===== config.mk =====
export PLATFORM = sky130hd
export DESIGN_NAME = busy_perf_counter
export DESIGN_NICKNAME = d
export VERILOG_FILES = /design/src/rtl/busy_perf_counter.sv
export SDC_FILE = /design/constraint.sdc
export NUM_CORES = 1
export LEC_CHECK = 0
export ABC_AREA = 1
export BUFFER_PORTS_ARGS = -buffer_cell sky130_fd_sc_hd__buf_2
export CORE_ASPECT_RATIO = 1.1
export CORE_MARGIN = 5
export CORE_UTILIZATION = 40
export DETAILED_ROUTE_END_ITERATION = 12
export SETUP_SLACK_MARGIN = 0.5
export SKIP_CTS_REPAIR_TIMING = 1
export SYNTH_ARGS = -nofsm -noshare
export SYNTH_HDL_FRONTEND = slang
export SYNTH_SLANG_ARGS = --single-unit

===== constraint.sdc =====
create_clock -name clock -period 2.66 [get_ports clock]
set_input_delay 0.266 -clock clock [delete_from_list [all_inputs] [get_ports clock]]
set_output_delay 0.266 -clock clock [all_outputs]
set_load 0.01 [all_outputs]

===== src/rtl/busy_perf_counter.sv =====
// busy_perf_counter
//   Multi-channel utilisation counter. While the run window is open, every
//   clock adds one to the elapsed-cycle counter, and each channel counter
//   gains one when that channel's busy line is high. The host captures a
//   coherent snapshot of all counters and reads it back by index.
//
// Parameters
//   NUM_CH  number of busy channels (1..16)
//   CNT_W   width of every counter and of rd_data (8..128)
//   SEL_W   derived select width, $clog2(NUM_CH+1)
//
// Ports
//   clock       single clock, posedge
//   reset_n     asynchronous active-low reset
//   start       open or resume the run window
//   stop        close the run window
//   clear       zero live counts and ovf, return to IDLE
//   busy        per-channel busy lines
//   snap_req    capture all live counts into the snapshot bank
//   rd_sel      0..NUM_CH-1 selects a channel, NUM_CH selects the cycle count
//   rd_data     registered snapshot[rd_sel], zero for out-of-range selects
//   snap_valid  one-cycle pulse after the snapshot bank is loaded
//   running     high while the FSM is in RUN
//   ovf         sticky overflow flags, bit NUM_CH belongs to the cycle counter
//
// Configuration
//   BUSY_PERF_COUNTER_SAT_EN  when defined, counters saturate at all-ones
//                             instead of wrapping; ovf still sets.

module busy_perf_counter #(
  parameter int NUM_CH = 2,
  parameter int CNT_W  = 64,
  localparam int SEL_W = $clog2(NUM_CH + 1)
) (
  input  logic              clock,
  input  logic              reset_n,
  input  logic              start,
  input  logic              stop,
  input  logic              clear,
  input  logic [NUM_CH-1:0] busy,
  input  logic              snap_req,
  input  logic [SEL_W-1:0]  rd_sel,
  output logic [CNT_W-1:0]  rd_data,
  output logic              snap_valid,
  output logic              running,
  output logic [NUM_CH:0]   ovf
);

  typedef enum logic [1:0] {IDLE, RUN, HALT} state_t;

  localparam logic [SEL_W-1:0] MAX_SEL = SEL_W'(NUM_CH);

  state_t           state;
  logic [CNT_W-1:0] cnt  [NUM_CH+1];
  logic [CNT_W-1:0] bank [NUM_CH+1];
  logic [NUM_CH:0]  inc_vec;

  // Entry NUM_CH is the elapsed-cycle counter, which increments every RUN cycle.
  assign inc_vec = {1'b1, busy};

  // Run-window FSM; running is registered alongside the state so it is high
  // exactly on the cycles that count.
  always_ff @(posedge clock or negedge reset_n) begin
    if (!reset_n) begin
      state   <= IDLE;
      running <= 1'b0;
    end else if (clear) begin
      state   <= IDLE;
      running <= 1'b0;
    end else begin
      case (state)
        IDLE: begin
          if (start && !stop) begin
            state   <= RUN;
            running <= 1'b1;
          end
        end
        RUN: begin
          if (stop) begin
            state   <= HALT;
            running <= 1'b0;
          end
        end
        HALT: begin
          if (start && !stop) begin
            state   <= RUN;
            running <= 1'b1;
          end
        end
        default: begin
          state   <= IDLE;
          running <= 1'b0;
        end
      endcase
    end
  end

  // Live counters. Counting depends on the state before the edge, so the
  // edge leaving RUN still counts and the edge entering RUN does not.
  always_ff @(posedge clock or negedge reset_n) begin
    if (!reset_n) begin
      ovf <= '0;
      for (int i = 0; i <= NUM_CH; i++) cnt[i] <= '0;
    end else if (clear) begin
      ovf <= '0;
      for (int i = 0; i <= NUM_CH; i++) cnt[i] <= '0;
    end else if (state == RUN) begin
      for (int i = 0; i <= NUM_CH; i++) begin
        if (inc_vec[i]) begin
          if (&cnt[i]) begin
            ovf[i] <= 1'b1;
`ifdef BUSY_PERF_COUNTER_SAT_EN
            cnt[i] <= cnt[i];
`else
            cnt[i] <= '0;
`endif
          end else begin
            cnt[i] <= cnt[i] + CNT_W'(1);
          end
        end
      end
    end
  end

  // Snapshot bank and readout. The bank takes pre-increment (and pre-clear)
  // live values; a read in the same cycle as a bank load returns the old entry.
  always_ff @(posedge clock or negedge reset_n) begin
    if (!reset_n) begin
      snap_valid <= 1'b0;
      rd_data    <= '0;
      for (int i = 0; i <= NUM_CH; i++) bank[i] <= '0;
    end else begin
      snap_valid <= snap_req;
      if (snap_req) begin
        for (int i = 0; i <= NUM_CH; i++) bank[i] <= cnt[i];
      end
      if (rd_sel <= MAX_SEL) begin
        rd_data <= bank[rd_sel];
      end else begin
        rd_data <= '0;
      end
    end
  end

endmodule

==> results of run 1 <==
## cell families (layout without fill, tap and decap cells)
logic type               count (synthesis)  count (layout)  synth area share (%)
AND/OR/NAND/NOR                       1611            1611                  28.8
flip-flops                             454             454                  50.3
buffers and inverters                  396             541                  7.19
AO/OA/AOI/OAI                          327             327                  7.95
XOR/XNOR                                96              96                  3.73
multiplexers                            37              37                  1.85
adder cells (fa/ha/maj)                  3               3                 0.166
## metrics by stage
stage	instances	total power [mW]	util, %
3_3_place_gp	3708	8.08	42.9
6_report	3813	14.8	46.3
4_1_cts	3795	14.9	45.7
2_1_floorplan	2924	7.68	-
3_5_place_dp	3708	8.10	42.9
5_1_grt	3813	15.4	46.3
## registers in the layout, summed over array words and instances, names as in the netlist
register	count
cnt	192
bank	192
running	1
state	1
rd_data	64
ovf	3
snap_valid	1
## power by group
group | total [mW] | internal, mW | switching (mW)
Combinational | 0.967 | 0.272 | 0.696
Clock | 6.80 | 3.94 | 2.85
Sequential | 7.08 | 7.01 | 0.0706
Total | 14.8 | 11.2 | 3.62
## layer usage
metal,vias up,routed length [um],track usage (%)
li1,9395,-,-
met1,9465,30200,30.1
met2,609,34700,38.5
met3,152,3970,3.17
met4,0,3280,9.09
met5,-,0,0
## Yosys cell counts (all sizes together) (39+ instances only)
master | instances | share of area [%]
nand2 | 771 | 13
nor2 | 650 | 11
o22ai | 64 | 1.8
nand4 | 41 | 1.2
a21oi | 97 | 2.2
xnor2 | 39 | 1.5
xor2 | 57 | 2.2
clkbuf | 58 | 0.96
o21ai | 144 | 3.3
dfrtp | 454 | 50
nand3 | 119 | 2.7
inv | 300 | 5.0
## path summary, 6_finish.rpt
check	slack [ns]	to	startpoint	cells after the start
worst max register to register	0.55	cnt[113]	cnt[64]	10
worst max-delay path	0.55	cnt[113]	cnt[64]	10
worst min-delay path	0.13	state[1]	stop	5
worst min register to register	0.51	bank[99]	bank[99]	1
min in group asynchronous	0.16	bank[20]	reset_n	2
max in group asynchronous	1.45	cnt[128]	reset_n	3
## area by class of cell
cell class              count  area, um^2
fillers                  5630       30100
flip-flops and latches    454       11400
multi-input cells        2074        9700
clock buffers              69        1390
repair buffers            153        1230
inverters                 301        1150
well taps                 744         931
clock inverters            18         194
## worst max-delay path, delay by kind of cell, from the launching register on
family	cells	cell delay (ns)
buffers and inverters	3	0.43
adder cells (fa/ha/maj)	1	0.21
AO/OA/AOI/OAI	1	0.29
AND/OR/NAND/NOR	5	0.64
flip-flops	1	0.41
==> results.sh, run 1 <==
export IMPL_status="finished clean"
export IMPL_seq_area_frac_synth_pct=50.3
export IMPL_worstPathRequired_ns=3.13
export IMPL_start_kind="register"
export IMPL_gp_congestion=0.953
export IMPL_rsz0062_at_grt="yes"
export IMPL_cp_end_kind="register"
export IMPL_crit_fanout=7
export IMPL_synthToLayoutAreaGrowth_pct=15.0
export IMPL_portBuffers=78
export IMPL_min_period_over_period_pct=79.3
export IMPL_final_area_um2=26000
export IMPL_syn_inst=2924
export IMPL_vdd_drop_max_mv=0.389
export IMPL_drt_initial_drc_count=1317
export IMPL_crit_arrival_ns=2.57
export IMPL_ios=79
export IMPL_layout_setup_ws_ns=0.552
export IMPL_syn_area_um2=22600
export IMPL_nets=3047
export IMPL_die_w_um=236
export IMPL_final_cell_mix="nand2_1 (761), nor2_1 (598), dfrtp_1 (453), inv_1 (296), o21ai_0 (140)"
export IMPL_syn_nets=2937
export IMPL_cts_tree="built"
export IMPL_tns_ns=0
export IMPL_ys_warnings_count=0
export IMPL_core_um2=56000
export IMPL_finalSetupViolations=0
export IMPL_ys_async_sr_fraction_pct=100
export IMPL_vias=19600
export IMPL_dpl_hpwl_um=53900
export IMPL_firstDrtPassIters=5
export IMPL_clock_latency_ns=0.60
export IMPL_final_common_cell="nand2_1"
export IMPL_htree_levels=2
export IMPL_fp_dieH_um=259
export IMPL_grt_pass1_vias=19200
export IMPL_antenna_found_initial=0
export IMPL_slowest_stage="dfrtp_1"
export IMPL_drv_cap=0
export IMPL_post_synth_cell_area_avg_um2=7.72
export IMPL_n_antenna_cell=0
export IMPL_slew_violations=0
export IMPL_placed_area_um2=24000
export IMPL_clock_sinks=454
export IMPL_hold_slack_ns=0.130
export IMPL_cts_root_buffer="clkbuf_16"
export IMPL_grt_pass1_wl_um=111000
export IMPL_path_class="register to register"
export IMPL_dpl_worst_slack_ns=0.400
export IMPL_drive_gt1_share_pct=11.1
export IMPL_powerDensity_nw_per_um2=572
export IMPL_numCtsBuffers=50
export IMPL_dieArea_um2=61300
export IMPL_finalHoldViolCount=0
export IMPL_cp_cell_sequence="ha_2 > nand3_1 > inv_2 > nand2_2 > nor2_4 > nand4_4 > o21ai_4 > buf_12 > buf_6 > nor2_1"
export IMPL_rows=91
export IMPL_skew_ns=0.0287
export IMPL_grt_usage_pct=22.9
export IMPL_clk_path_buf_depth=3
export IMPL_hp_class="input port to register"
export IMPL_grt_max_degree=117
export IMPL_vias_per_cell=5.15
export IMPL_fmax_ghz=0.474
export IMPL_min_period_ns=2.11
export IMPL_ys_flop_type="dfrtp_1"
export IMPL_post_drt_wl_per_cell_um=18.9
export IMPL_ys_types=38
export IMPL_wirelength_um=72100
export IMPL_drc_errors=0
export IMPL_ys_ff_latch=454
export IMPL_start_util_pct=40.3
export IMPL_relSlewSlack_pct=46.5
export IMPL_path_clk_slew_ns=0.06
export IMPL_leakagePower_nw=11.1
export IMPL_slowest_delay_ns=0.41
export IMPL_antenna_left=0
export IMPL_grt_overflow=0
export IMPL_synth_edf_count=0
export IMPL_worst_pin_slew_ns=0.803
No activity file was read; power rests on OpenSTA's default activity.
==> run 2, diff against run 1 <==
clock period = 1.9 ns   (was 2.66 ns; I/O delays follow)
==> results.sh, run 2 (same netlist as run 1, synthesis figures left out) <==
export IMPL_layoutNonFillerInstCount=4117
export IMPL_met1_length_um=32700
export IMPL_fmax_ghz=0.510
export IMPL_relSlewSlack_pct=60.3
export IMPL_grt_pass1_wl_um=116000
export IMPL_final_common_cell="nand2_1"
export IMPL_skew_ns=0.0314
export IMPL_gp_congestion=0.972
export IMPL_worst_pin_slew_ns=0.596
export IMPL_fp_dieH_um=259
export IMPL_path_clk_slew_ns=0.06
export IMPL_route_met3_wl_um=4000
export IMPL_drive_gt1_share_pct=28.7
export IMPL_drt_initial_drc_count=1585
export IMPL_clock_latency_ns=0.60
export IMPL_status="finished, violations left"
export IMPL_die_w_um=236
export IMPL_antenna_found_initial=0
export IMPL_crit_arrival_ns=2.43
export IMPL_placed_area_um2=25800
export IMPL_largest_registers="bank (192), cnt (192), rd_data (64)"
export IMPL_path_class="register to register"
export IMPL_drv_cap=0
export IMPL_htree_levels=2
export IMPL_placedCellCount=3911
export IMPL_clk_path_buf_depth=3
export IMPL_final_area_um2=30300
export IMPL_synthToLayoutAreaGrowth_pct=34.3
export IMPL_wl_met2_um=37600
export IMPL_rows=91
export IMPL_vdd_drop_max_mv=0.674
export IMPL_nets=3346
export IMPL_numCtsBuffers=50
export IMPL_top_layer="met4"
export IMPL_cp_end_kind="register"
export IMPL_antenna_left=0
export IMPL_slowest_delay_ns=0.40
export IMPL_final_cell_mix="nand2_1 (709), dfrtp_1 (420), nor2_1 (403), buf_4 (312), inv_1 (290)"
export IMPL_wirelength_um=78900
export IMPL_regArea_um2=11400
export IMPL_cts_root_buffer="clkbuf_16"
export IMPL_vias=21000
export IMPL_min_period_over_period_pct=103
export IMPL_finalHoldViolCount=0
export IMPL_cp_cell_sequence="ha_2 > nand3_2 > inv_2 > nand2_4 > nor2_4 > nand4_4 > o21ai_4 > buf_6 > clkbuf_16 > nor2_1"
export IMPL_fillerInstances=5256
export IMPL_start_kind="register"
export IMPL_leakagePower_nw=13.0
export IMPL_hp_class="input port to register"
export IMPL_core_um2=56000
export IMPL_slowest_stage="dfrtp_1"
export IMPL_tns_ns=-0.876
export IMPL_grt_max_degree=91
export IMPL_clock_sinks=454
export IMPL_vias_per_cell=5.10
export IMPL_violations="negative setup slack"
export IMPL_finalPower_mw=22.5
export IMPL_post_drt_wl_per_cell_um=19.2
export IMPL_drc_errors=0
export IMPL_slew_violations=0
export IMPL_ios=79
export IMPL_powerDensity_nw_per_um2=742
export IMPL_cts_tree="built"
export IMPL_firstDrtPassIters=5
export IMPL_n_antenna_cell=0
export IMPL_portBuffers=78
export IMPL_crit_fanout=9
export IMPL_start_util_pct=40.3
export IMPL_min_period_ns=1.96
export IMPL_multi_input_area_um2=11100
export IMPL_dpl_worst_slack_ns=-0.0785
export IMPL_grt_usage_pct=24.1
export IMPL_layout_setup_ws_ns=-0.0622
export IMPL_dpl_hpwl_um=57500
export IMPL_dieArea_um2=61300
export IMPL_worstPathRequired_ns=2.37
export IMPL_rsz0062_at_grt="yes"
export IMPL_finalSetupViolations=34
export IMPL_grt_overflow=0
export IMPL_grt_pass1_vias=20300
[run 2: cell count changes in the layout (fill, tap and decap cells not counted), moves of 42 or more]
cell	change
nand2_1	-52
nor2_2	+91
buf_4	+257
nor2_1	-195
nand2_2	+42
nor2_4	+104
[run 2: final cells by class]
cell class / count / share of cell area [%]
Timing Repair Buffer: 450 / 12.7
Clock inverter: 30 / 1.28
Sequential cell: 454 / 37.6
Tap cell: 744 / 3.07
Timing Repair inverter: 2 / 0.0826
Clock buffer: 62 / 4.61
Multi-Input combinational cell: 2074 / 36.8
Inverter: 301 / 3.84
[run 2: per-layer routing]
| metal | track usage (%) | up-vias |
|---|---|---|
| met5 | 0 | - |
| met4 | 11.1 | 0 |
| met3 | 3.46 | 200 |
| met2 | 39.9 | 654 |
| met1 | 31.6 | 10100 |
| li1 | - | 10000 |
[run 2: path summary, 6_finish.rpt]
check,slack [ns],end,startpoint,cells past startpoint
setup / recovery,-0.06,cnt[122],cnt[65],10
hold / removal,0.02,running,stop,3
setup reg to reg,-0.06,cnt[122],cnt[65],10
hold reg to reg,0.50,ovf[0],ovf[0],2
max in group asynchronous,0.99,bank[114],reset_n,3
min in group asynchronous,0.08,bank[18],reset_n,2
[run 2: metrics by stage]
| step | hold WS, ns | utilization (%) |
|---|---|---|
| after floorplan | -0.106 | - |
| after global placement | 0.108 | 46.0 |
| after detailed placement | 0.112 | 46.0 |
| after CTS | -0.536 | 49.2 |
| after global routing | 0.00672 | 54.1 |
| final | 0.0234 | 54.1 |
[run 2: critical path, delay by kind of cell (launching register included)]
kind | cells | cell delay (ns)
AO/OA/AOI/OAI | 1 | 0.22
adder cells (fa/ha/maj) | 1 | 0.22
buffers and inverters | 3 | 0.45
flip-flops | 1 | 0.40
AND/OR/NAND/NOR | 5 | 0.54
[run 2: where the power goes]
part           internal (mW)  switching [mW]  leakage (nW)
registers               9.82           0.104          6.23
logic                  0.760            1.28          5.88
clock network           6.33            4.20         0.874
total                   16.9            5.59          13.0
